[config.mk]
export PLATFORM = sky130hd
export DESIGN_NAME = mux_scan_nto1_flat
export DESIGN_NICKNAME = d
export VERILOG_FILES = /design/src/rtl/mux_scan_nto1_pkg.sv /design/src/rtl/mux_scan_nto1_if.sv /design/src/rtl/mux_scan_nto1_mux.sv /design/src/rtl/mux_scan_nto1.sv /design/src/flat_wrapper.sv
export SDC_FILE = /design/constraint.sdc
export NUM_CORES = 1
export LEC_CHECK = 0
export CORE_AREA = 2 2 39 41
export CTS_CLUSTER_SIZE = 12
export DETAILED_ROUTE_END_ITERATION = 16
export DIE_AREA = 0 0 41 43
export PLACE_DENSITY = 0.75
export SETUP_SLACK_MARGIN = 0.05
export SYNTH_ARGS = -nofsm -noshare
export SYNTH_HDL_FRONTEND = slang
export SYNTH_SLANG_ARGS = --single-unit
export TNS_END_PERCENT = 30
[constraint.sdc]
create_clock -name clk -period 1.85 [get_ports clk]
set_input_delay 0.185 -clock clk [delete_from_list [all_inputs] [get_ports clk]]
set_output_delay 0.185 -clock clk [all_outputs]
set_load 0.1 [all_outputs]
[src/rtl/mux_scan_nto1_pkg.sv]
// Shared types and helpers for the scanning N-to-1 multiplexer.
`default_nettype none

package mux_pkg;

  localparam logic MODE_DIRECT = 1'b0;
  localparam logic MODE_SCAN   = 1'b1;

  typedef enum logic [1:0] {
    S_IDLE = 2'd0,
    S_WAIT = 2'd1,
    S_LOAD = 2'd2
  } scan_state_t;

  // Index width for n items, never narrower than one bit.
  function automatic int sel_width(input int n);
    return (n <= 2) ? 1 : $clog2(n);
  endfunction

endpackage

`default_nettype wire

[src/rtl/mux_scan_nto1_if.sv]
// Input bus, control and valid/ready output stage of mux_scan_nto1.
`default_nettype none

interface mux_scan_nto1_if
  import mux_pkg::*;
#(
  parameter int CHANNELS = 7,
  parameter int WIDTH    = 1
) ();

  localparam int SEL_W = sel_width(CHANNELS);

  logic [CHANNELS*WIDTH-1:0] data_bus;
  logic [SEL_W-1:0]          select_bus;
  logic                      mode;
  logic                      enable;
  logic [WIDTH-1:0]          out;
  logic [SEL_W-1:0]          out_channel;
  logic                      out_valid;
  logic                      out_ready;

  modport master (
    output data_bus, select_bus, mode, enable, out_ready,
    input  out, out_channel, out_valid
  );

  modport slave (
    input  data_bus, select_bus, mode, enable, out_ready,
    output out, out_channel, out_valid
  );

endinterface

`default_nettype wire

[src/rtl/mux_scan_nto1_mux.sv]
// Combinational N-to-1 word selector; indices past the last channel yield zero.
`default_nettype none

module mux_nto1
  import mux_pkg::*;
#(
  parameter int CHANNELS = 7,
  parameter int WIDTH    = 1,
  parameter int SEL_W    = sel_width(CHANNELS)
) (
  input  logic [CHANNELS*WIDTH-1:0] data_bus,
  input  logic [SEL_W-1:0]          sel,
  output logic [WIDTH-1:0]          word
);

  always_comb begin
    word = '0;
    for (int k = 0; k < CHANNELS; k++) begin
      if (sel == SEL_W'(k)) begin
        word = data_bus[k*WIDTH +: WIDTH];
      end
    end
  end

endmodule

`default_nettype wire

[src/rtl/mux_scan_nto1.sv]
// Registered N-to-1 mux with valid/ready output and a round-robin scan mode
// that presents one channel every DWELL enabled cycles.
`default_nettype none

module mux_scan_nto1
  import mux_pkg::*;
#(
  parameter int CHANNELS = 7,
  parameter int WIDTH    = 1,
  parameter int DWELL    = 1
) (
  input  logic           clk,
  input  logic           resetn,
  mux_scan_nto1_if.slave bus
);

  localparam int SEL_W = sel_width(CHANNELS);
  localparam int DW_W  = sel_width(DWELL);
  localparam logic [SEL_W-1:0] LAST_IDX     = SEL_W'(CHANNELS - 1);
  localparam logic [DW_W-1:0]  DWELL_RELOAD = DW_W'(DWELL - 1);

  scan_state_t      state, state_nx;
  logic [SEL_W-1:0] scan_idx, scan_idx_nx;
  logic [DW_W-1:0]  dwell_cnt, dwell_cnt_nx;

  logic [WIDTH-1:0] sample;
  logic [SEL_W-1:0] sample_chan;
  logic             sample_valid;

  logic             slot_free;
  logic             load;
  logic [SEL_W-1:0] load_idx;
  logic [WIDTH-1:0] mux_word;

  // Only registered state reaches the outputs, so out_ready never feeds through.
  assign slot_free = !sample_valid || bus.out_ready;

  mux_nto1 #(
    .CHANNELS (CHANNELS),
    .WIDTH    (WIDTH),
    .SEL_W    (SEL_W)
  ) u_mux (
    .data_bus (bus.data_bus),
    .sel      (load_idx),
    .word     (mux_word)
  );

  always_comb begin
    state_nx     = state;
    scan_idx_nx  = scan_idx;
    dwell_cnt_nx = dwell_cnt;
    load         = 1'b0;
    load_idx     = bus.select_bus;

    if (bus.mode == MODE_DIRECT) begin
      state_nx = S_IDLE;
      load     = bus.enable && slot_free;
    end else begin
      case (state)
        S_IDLE: begin
          if (bus.enable) begin
            scan_idx_nx  = '0;
            dwell_cnt_nx = '0;
            state_nx     = S_LOAD;
          end
        end
        S_LOAD: begin
          load_idx = scan_idx;
          // A busy slot stalls here with the index held, so nothing is skipped.
          if (bus.enable && slot_free) begin
            load        = 1'b1;
            scan_idx_nx = (scan_idx == LAST_IDX) ? '0 : scan_idx + SEL_W'(1);
            if (DWELL > 1) begin
              dwell_cnt_nx = DWELL_RELOAD;
              state_nx     = S_WAIT;
            end
          end
        end
        S_WAIT: begin
          if (bus.enable) begin
            dwell_cnt_nx = dwell_cnt - DW_W'(1);
            if (dwell_cnt <= DW_W'(1)) begin
              dwell_cnt_nx = '0;
              state_nx     = S_LOAD;
            end
          end
        end
        default: state_nx = S_IDLE;
      endcase
    end
  end

  always_ff @(posedge clk or negedge resetn) begin
    if (!resetn) begin
      state        <= S_IDLE;
      scan_idx     <= '0;
      dwell_cnt    <= '0;
      sample       <= '0;
      sample_chan  <= '0;
      sample_valid <= 1'b0;
    end else begin
      state     <= state_nx;
      scan_idx  <= scan_idx_nx;
      dwell_cnt <= dwell_cnt_nx;
      if (load) begin
        sample       <= mux_word;
        sample_chan  <= load_idx;
        sample_valid <= 1'b1;
      end else if (sample_valid && bus.out_ready) begin
        sample_valid <= 1'b0;
      end
    end
  end

  assign bus.out         = sample;
  assign bus.out_channel = sample_chan;
  assign bus.out_valid   = sample_valid;

endmodule

`default_nettype wire

[src/flat_wrapper.sv]
// flat-port wrapper written by rule: the top's interface ports become plain ports
module mux_scan_nto1_flat import mux_pkg::*;
#(
  parameter int CHANNELS = 7,
  parameter int WIDTH    = 1,
  parameter int DWELL    = 1
)
  (clk, resetn, bus_data_bus, bus_select_bus, bus_mode, bus_enable, bus_out_ready, bus_out, bus_out_channel, bus_out_valid);
  mux_scan_nto1_if #(.CHANNELS(CHANNELS), .WIDTH(WIDTH)) bus_i ();
  input  logic clk;
  input  logic resetn;
  input wire logic [$bits(bus_i.data_bus)-1:0] bus_data_bus;
  input wire logic [$bits(bus_i.select_bus)-1:0] bus_select_bus;
  input wire logic [$bits(bus_i.mode)-1:0] bus_mode;
  input wire logic [$bits(bus_i.enable)-1:0] bus_enable;
  input wire logic [$bits(bus_i.out_ready)-1:0] bus_out_ready;
  output wire logic [$bits(bus_i.out)-1:0] bus_out;
  output wire logic [$bits(bus_i.out_channel)-1:0] bus_out_channel;
  output wire logic [$bits(bus_i.out_valid)-1:0] bus_out_valid;
  assign bus_i.data_bus = bus_data_bus;
  assign bus_i.select_bus = bus_select_bus;
  assign bus_i.mode = bus_mode;
  assign bus_i.enable = bus_enable;
  assign bus_i.out_ready = bus_out_ready;
  assign bus_out = bus_i.out;
  assign bus_out_channel = bus_i.out_channel;
  assign bus_out_valid = bus_i.out_valid;
  mux_scan_nto1 #(.CHANNELS(CHANNELS), .WIDTH(WIDTH), .DWELL(DWELL)) u_core (.clk(clk), .resetn(resetn), .bus(bus_i));
endmodule
Word level (Yosys, flattened, before mapping):

Index checks and enable logic that the tools add are counted.

* add/subtract/negate cells: 2
* magnitude comparators: 1
* eq/ne operators: 16
* multiplexer cells: 27
* reduce and logical (&&, ||, !) cells: 12

Operators by type and width (count)
* 2-to-1 mux 1 bit: 15
* 2-to-1 mux 3 bit: 5
* == test 3 bit (second input constant): 4
* AND reduction 4 bit: 3
* 2-to-1 mux 2 bit: 4
* == test 3 x 2 -> 1 bit (second input constant): 2
* inequality test 2 bit (second input constant): 3
* inequality test 3 bit (second input constant): 2
* case mux 2 bit (3 select lines): 1
* case mux 3 bit (2 select lines): 1
* nonzero test 2 bit: 3
* adder 3 x 1 -> 3 bit (second input constant): 1
* == test 3 x 1 -> 1 bit (second input constant): 1
* zero test 3 bit: 1
* inequality test 3 x 2 -> 1 bit (second input constant): 1
* == test 2 x 1 -> 1 bit (second input constant): 1
* == test 2 bit (second input constant): 1
* logical AND 1 bit: 2
* zero test 2 bit: 1
* inequality test 2 x 1 -> 1 bit (second input constant): 1
* case mux 1 bit (2 select lines): 1
* less-or-equal comparator 1 bit (second input constant): 1
* zero test 1 bit: 1
* logical OR 1 bit: 1
* subtractor 1 bit (second input constant): 1

* register bits after elaboration: 11
* input bits: 15
* output and inout bits: 5
* logic and storage cells: 64

Logic depth before layout (Yosys ltp):

* word-level depth: 11
* mapped depth: 6
* mapped depth without buffers: 5

Hierarchy:

From an unflattened synthesis, not the netlist that was laid out.

* cells, all modules: 47
* area, all modules: 530.5 µm²

By module, submodules not included
* mux_scan_nto1: instances 1, cells an instance 42, area each 474.2 µm², seq. area each 225.2 µm²
* mux_nto1: instances 1, cells an instance 5, area each 56.3 µm², seq. area each 0.0 µm²

Least setup slack after synthesis:

OpenSTA, ideal clock, no wires.

* kind: reg2reg
* start: register u_core.sample_valid (netlist: u_core.bus.out_valid)
* end: register u_core.sample (netlist: u_core.bus.out)
* library setup time: 129 ps
* arrival time: 1855 ps
* required time: 1721 ps
* setup slack: -134 ps
* cell stages (with the launch flop): 6
* cells stage by stage: dfrtp_1 > nand2b_1 > nand3_4 > or3_4 > nor3_1 > a2111o_1

* word-level cells in the longest chain between the ends: 6

RTL lines
* start: declaration: RTL line mux_scan_nto1.sv:28 `logic sample_valid;`
* start signal: assignment: RTL line mux_scan_nto1.sv:100 `sample_valid <= 1'b0;`
* start signal: assignment: RTL line mux_scan_nto1.sv:108 `sample_valid <= 1'b1;`
* start signal: assignment: RTL line mux_scan_nto1.sv:110 `sample_valid <= 1'b0;`
* zero test 1 bit *: RTL line mux_scan_nto1.sv:36 `assign slot_free = !sample_valid || bus.out_ready;`
* logical OR 1 bit *: RTL line mux_scan_nto1.sv:36
* logical AND 1 bit *: RTL line mux_scan_nto1.sv:57, mux_scan_nto1.sv:70
* 2-to-1 mux 1 bit: RTL line mux_scan_nto1.sv:70 `if (bus.enable && slot_free) begin`
* 2-to-1 mux 1 bit: RTL line mux_scan_nto1.sv:59 `case (state)`
* 2-to-1 mux 1 bit *: RTL line mux_scan_nto1.sv:55 `if (bus.mode == MODE_DIRECT) begin`
* end signal: assignment: RTL line mux_scan_nto1.sv:106 `sample <= mux_word;`
* end: declaration: RTL line mux_scan_nto1.sv:26 `logic [WIDTH-1:0] sample;`

Every way passes the cells marked *; elsewhere a longest branch is shown, timed or not.
A chain may end at the register's enable or synchronous reset.

Worst setup path in the final report:

* start: register u_core.state[1]
* end: register u_core.sample (netlist: u_core.bus.out)

* word-level cells in the longest chain between the ends: 11
* elaborated cells on any way between the ends: 19

RTL lines
* start: declaration: RTL line mux_scan_nto1.sv:22 `scan_state_t state, state_nx;`
* start signal: assignment: RTL line mux_scan_nto1.sv:102 `state <= state_nx;`
* == test 2 bit *: RTL line mux_scan_nto1.sv:59
* 2-to-1 mux 3 bit: RTL line mux_scan_nto1.sv:59
* 2-to-1 mux 3 bit: RTL line mux_scan_nto1.sv:55
* zero test 3 bit: RTL line mux_scan_nto1_mux.sv:19 `if (sel == SEL_W'(k)) begin`
* 2-to-1 mux 1 bit (7 in series): RTL line mux_scan_nto1_mux.sv:19

Marked as above.

==> impl_metrics.ini <==
[run_status]
status = complete, no violations

[clock_tree]
clock_path_buffers = 2
cts.htree.levels = 1
cts_sinks = 9
root_buffer = clkbuf_4
cts.clk_slew.worst_paths_ps = 60
cts_tree = built
cts_resized = 0
post_cts_buffers = 0
cts_buffers = 3
clk_latency_ps = 260
postCtsHoldBufs = 0

[grt]
gr-total-overflow = 0
grt_pass1_vias = 441
grt_pass1_wl_um = 1840
grt_max_degree = 10
antenna_found_initial = 0
gr-usage-all-layers_pct = 15.7

[yosys]
synth_top_family_by_area = simple AND/OR/NAND/NOR gates
synthMuxAreaShare_pct = 12.0
ys_warn_count = 0
seq_area_frac_synth_pct = 41.4
synth_xor_area_share_pct = 0
syn_area_per_cell_um2 = 9.90
syn_inst = 55
synth-seq-cells = 9
synth.distinct_cells = 25
synthAdderAreaFrac_pct = 0
synth_compound_area_share_pct = 16.8
synth_nets = 70
synthSimpleGateAreaFrac_pct = 27.8
synth_area_um2 = 544

[cells_and_area]
synthToLayoutAreaGrowth_pct = 47.6
final_net_count = 99
postLayoutCellArea_um2 = 803
antenna_cells = 0
fin_cells = 99
post-route-util_pct = 58.0
drive_above_1_share_pct = 25.3

[setup_path]
rr_endpoint = u_core.bus.out
endpoint_kind = register
required_ps = 2000
ff2ff_setup_slack_ps = 250
cp_max_fo = 4
criticalPathCategory = register to register
r2r_cells = 5
critPathLaunchType = register
rr_startpoint = u_core.state[1]
crit_arrival_ps = 1750

[die]
dieHeight_um = 43
row_count = 14
ios = 20
dieWidth_um = 41
die-area_um2 = 1760
start_util_pct = 39.3
design.core.area_um2 = 1380

[power_and_ir_drop]
ir_drop_mv = 0.470
total_power_uw = 804
power_per_cell_area_nw_per_um2 = 1000
cellLeakagePower_nw = 0.367

[timing]
post-route-period-util_pct = 86.7
finalHoldViolations = 0
setup_tns_ps = 0
min_period_ps = 1600
max_freq_mhz = 623
setup_ws_ps = 246
setup_viol = 0
max-slew-margin-rel_pct = 73.2
slew_viol_final = 0
hold_ws_ps = 214
rsz0062_at_grt = no
skew_ps = 1.85
tightest_slew_ps = 401

[routing]
drt-wirelength-per-cell_um = 11.3
drc_errors = 0
postRouteWirelength_um = 1120
ant_nets = 0
vias_per_cell = 5.03
drtIter0Drc = 7
dr_total_vias = 498
drt-pass1-iter-count = 3

[placement]
dp_cells = 95
dp_slack_ps = -11.8
dp_hpwl_um = 931
io_buffers = 19
place.gp.congestion = 0.722
placed_area_um2 = 777

[job]
max_cap_violations = 0

[worst_hold_path]
min_path_type = input pin to async pin
cell usage in the layout, fill, tap and decap left out, drive strengths merged:
| cell type | count |
|---|---|
| buf | 11 |
| nor3 | 2 |
| nand2 | 6 |
| o221ai | 1 |
| and2 | 1 |
| and3 | 2 |
| mux2i | 5 |
| clkdlybuf4s50 | 14 |
| clkbuf | 4 |
| o21a | 2 |
| nand3 | 1 |
| dfrtp | 9 |
| a22o | 1 |
| nor2b | 1 |
| nand2b | 6 |
| mux2 | 1 |
| nor2 | 4 |
| nor3b | 1 |
| a21oi | 3 |
| a2111o | 1 |
| o21ai | 5 |
| or3 | 1 |
| a21o | 1 |
layer usage:
layer / part of all wire (%) / track usage (%)
met1: 42 / 18.4
met2: 51 / 23.4
met4: 0.99 / 6.00
met3: 5.9 / 7.85
met5: 0 / 0
sequential cells by signal, summed over array words and instances, names as in the netlist:
| name | cells |
|---|---|
| u_core.scan_idx | 3 |
| u_core.bus.out_valid | 1 |
| u_core.state | 1 |
| u_core.bus.out | 1 |
| u_core.bus.out_channel | 3 |
power by group:
group          leakage [nW]  internal, mW  switching [mW]  total [mW]
clock network        0.0150        0.0831          0.0688       0.152
registers             0.112         0.239          0.0412       0.281
logic                 0.240         0.132           0.240       0.372
synth_stat cells (all sizes together):
library cell | count | area share [%]
dfrtp | 9 | 41
nand2 | 6 | 4.6
nand2b | 6 | 7.4
mux2i | 5 | 9.9
o21ai | 5 | 4.6
nor2 | 4 | 2.8
a21oi | 3 | 2.8
and3 | 2 | 2.3
nor3 | 2 | 1.8
o21a | 2 | 2.8
a2111o | 1 | 2.1
a21o | 1 | 1.4
a22o | 1 | 1.6
and2 | 1 | 1.2
buf | 1 | 2.1
mux2 | 1 | 2.1
nand3 | 1 | 3.2
nor2b | 1 | 1.2
nor3b | 1 | 1.4
o221ai | 1 | 1.6
or3 | 1 | 2.1
worst max-delay path, cell delays in order (launching register included):
cell      delay (ps)
dfrtp_1          380
nand2_2           90
mux2i_2          340
mux2i_1          230
nor3_1            60
a2111o_1         380
final cells by class:
type,instances,area [um2]
well taps,16,20.0
fillers,130,581
multi-input cells,45,308
flip-flops and latches,9,226
repair buffers,25,223
clock buffers,4,26.3
logic make-up after synthesis:
family | count (synthesis)
and+or+nand+nor | 25
AOI/OAI and AO/OA | 14
DFF | 9
muxes | 6
buffers and inverters | 1
how the worst max path moves through the flow:
stage | slack, ps | startpoint | cells after the start | end
2_1_floorplan | 160 | u_core.bus.out_valid | 5 | u_core.bus.out
3_3_place_gp | 20 | bus_mode | 6 | u_core.bus.out
3_5_place_dp | -10 | bus_mode | 6 | u_core.bus.out
4_1_cts | 250 | u_core.state[1] | 5 | u_core.bus.out
5_1_grt | 170 | u_core.state[1] | 5 | u_core.bus.out
6_report | 250 | u_core.state[1] | 5 | u_core.bus.out
No activity file was read; power rests on OpenSTA's default activity.
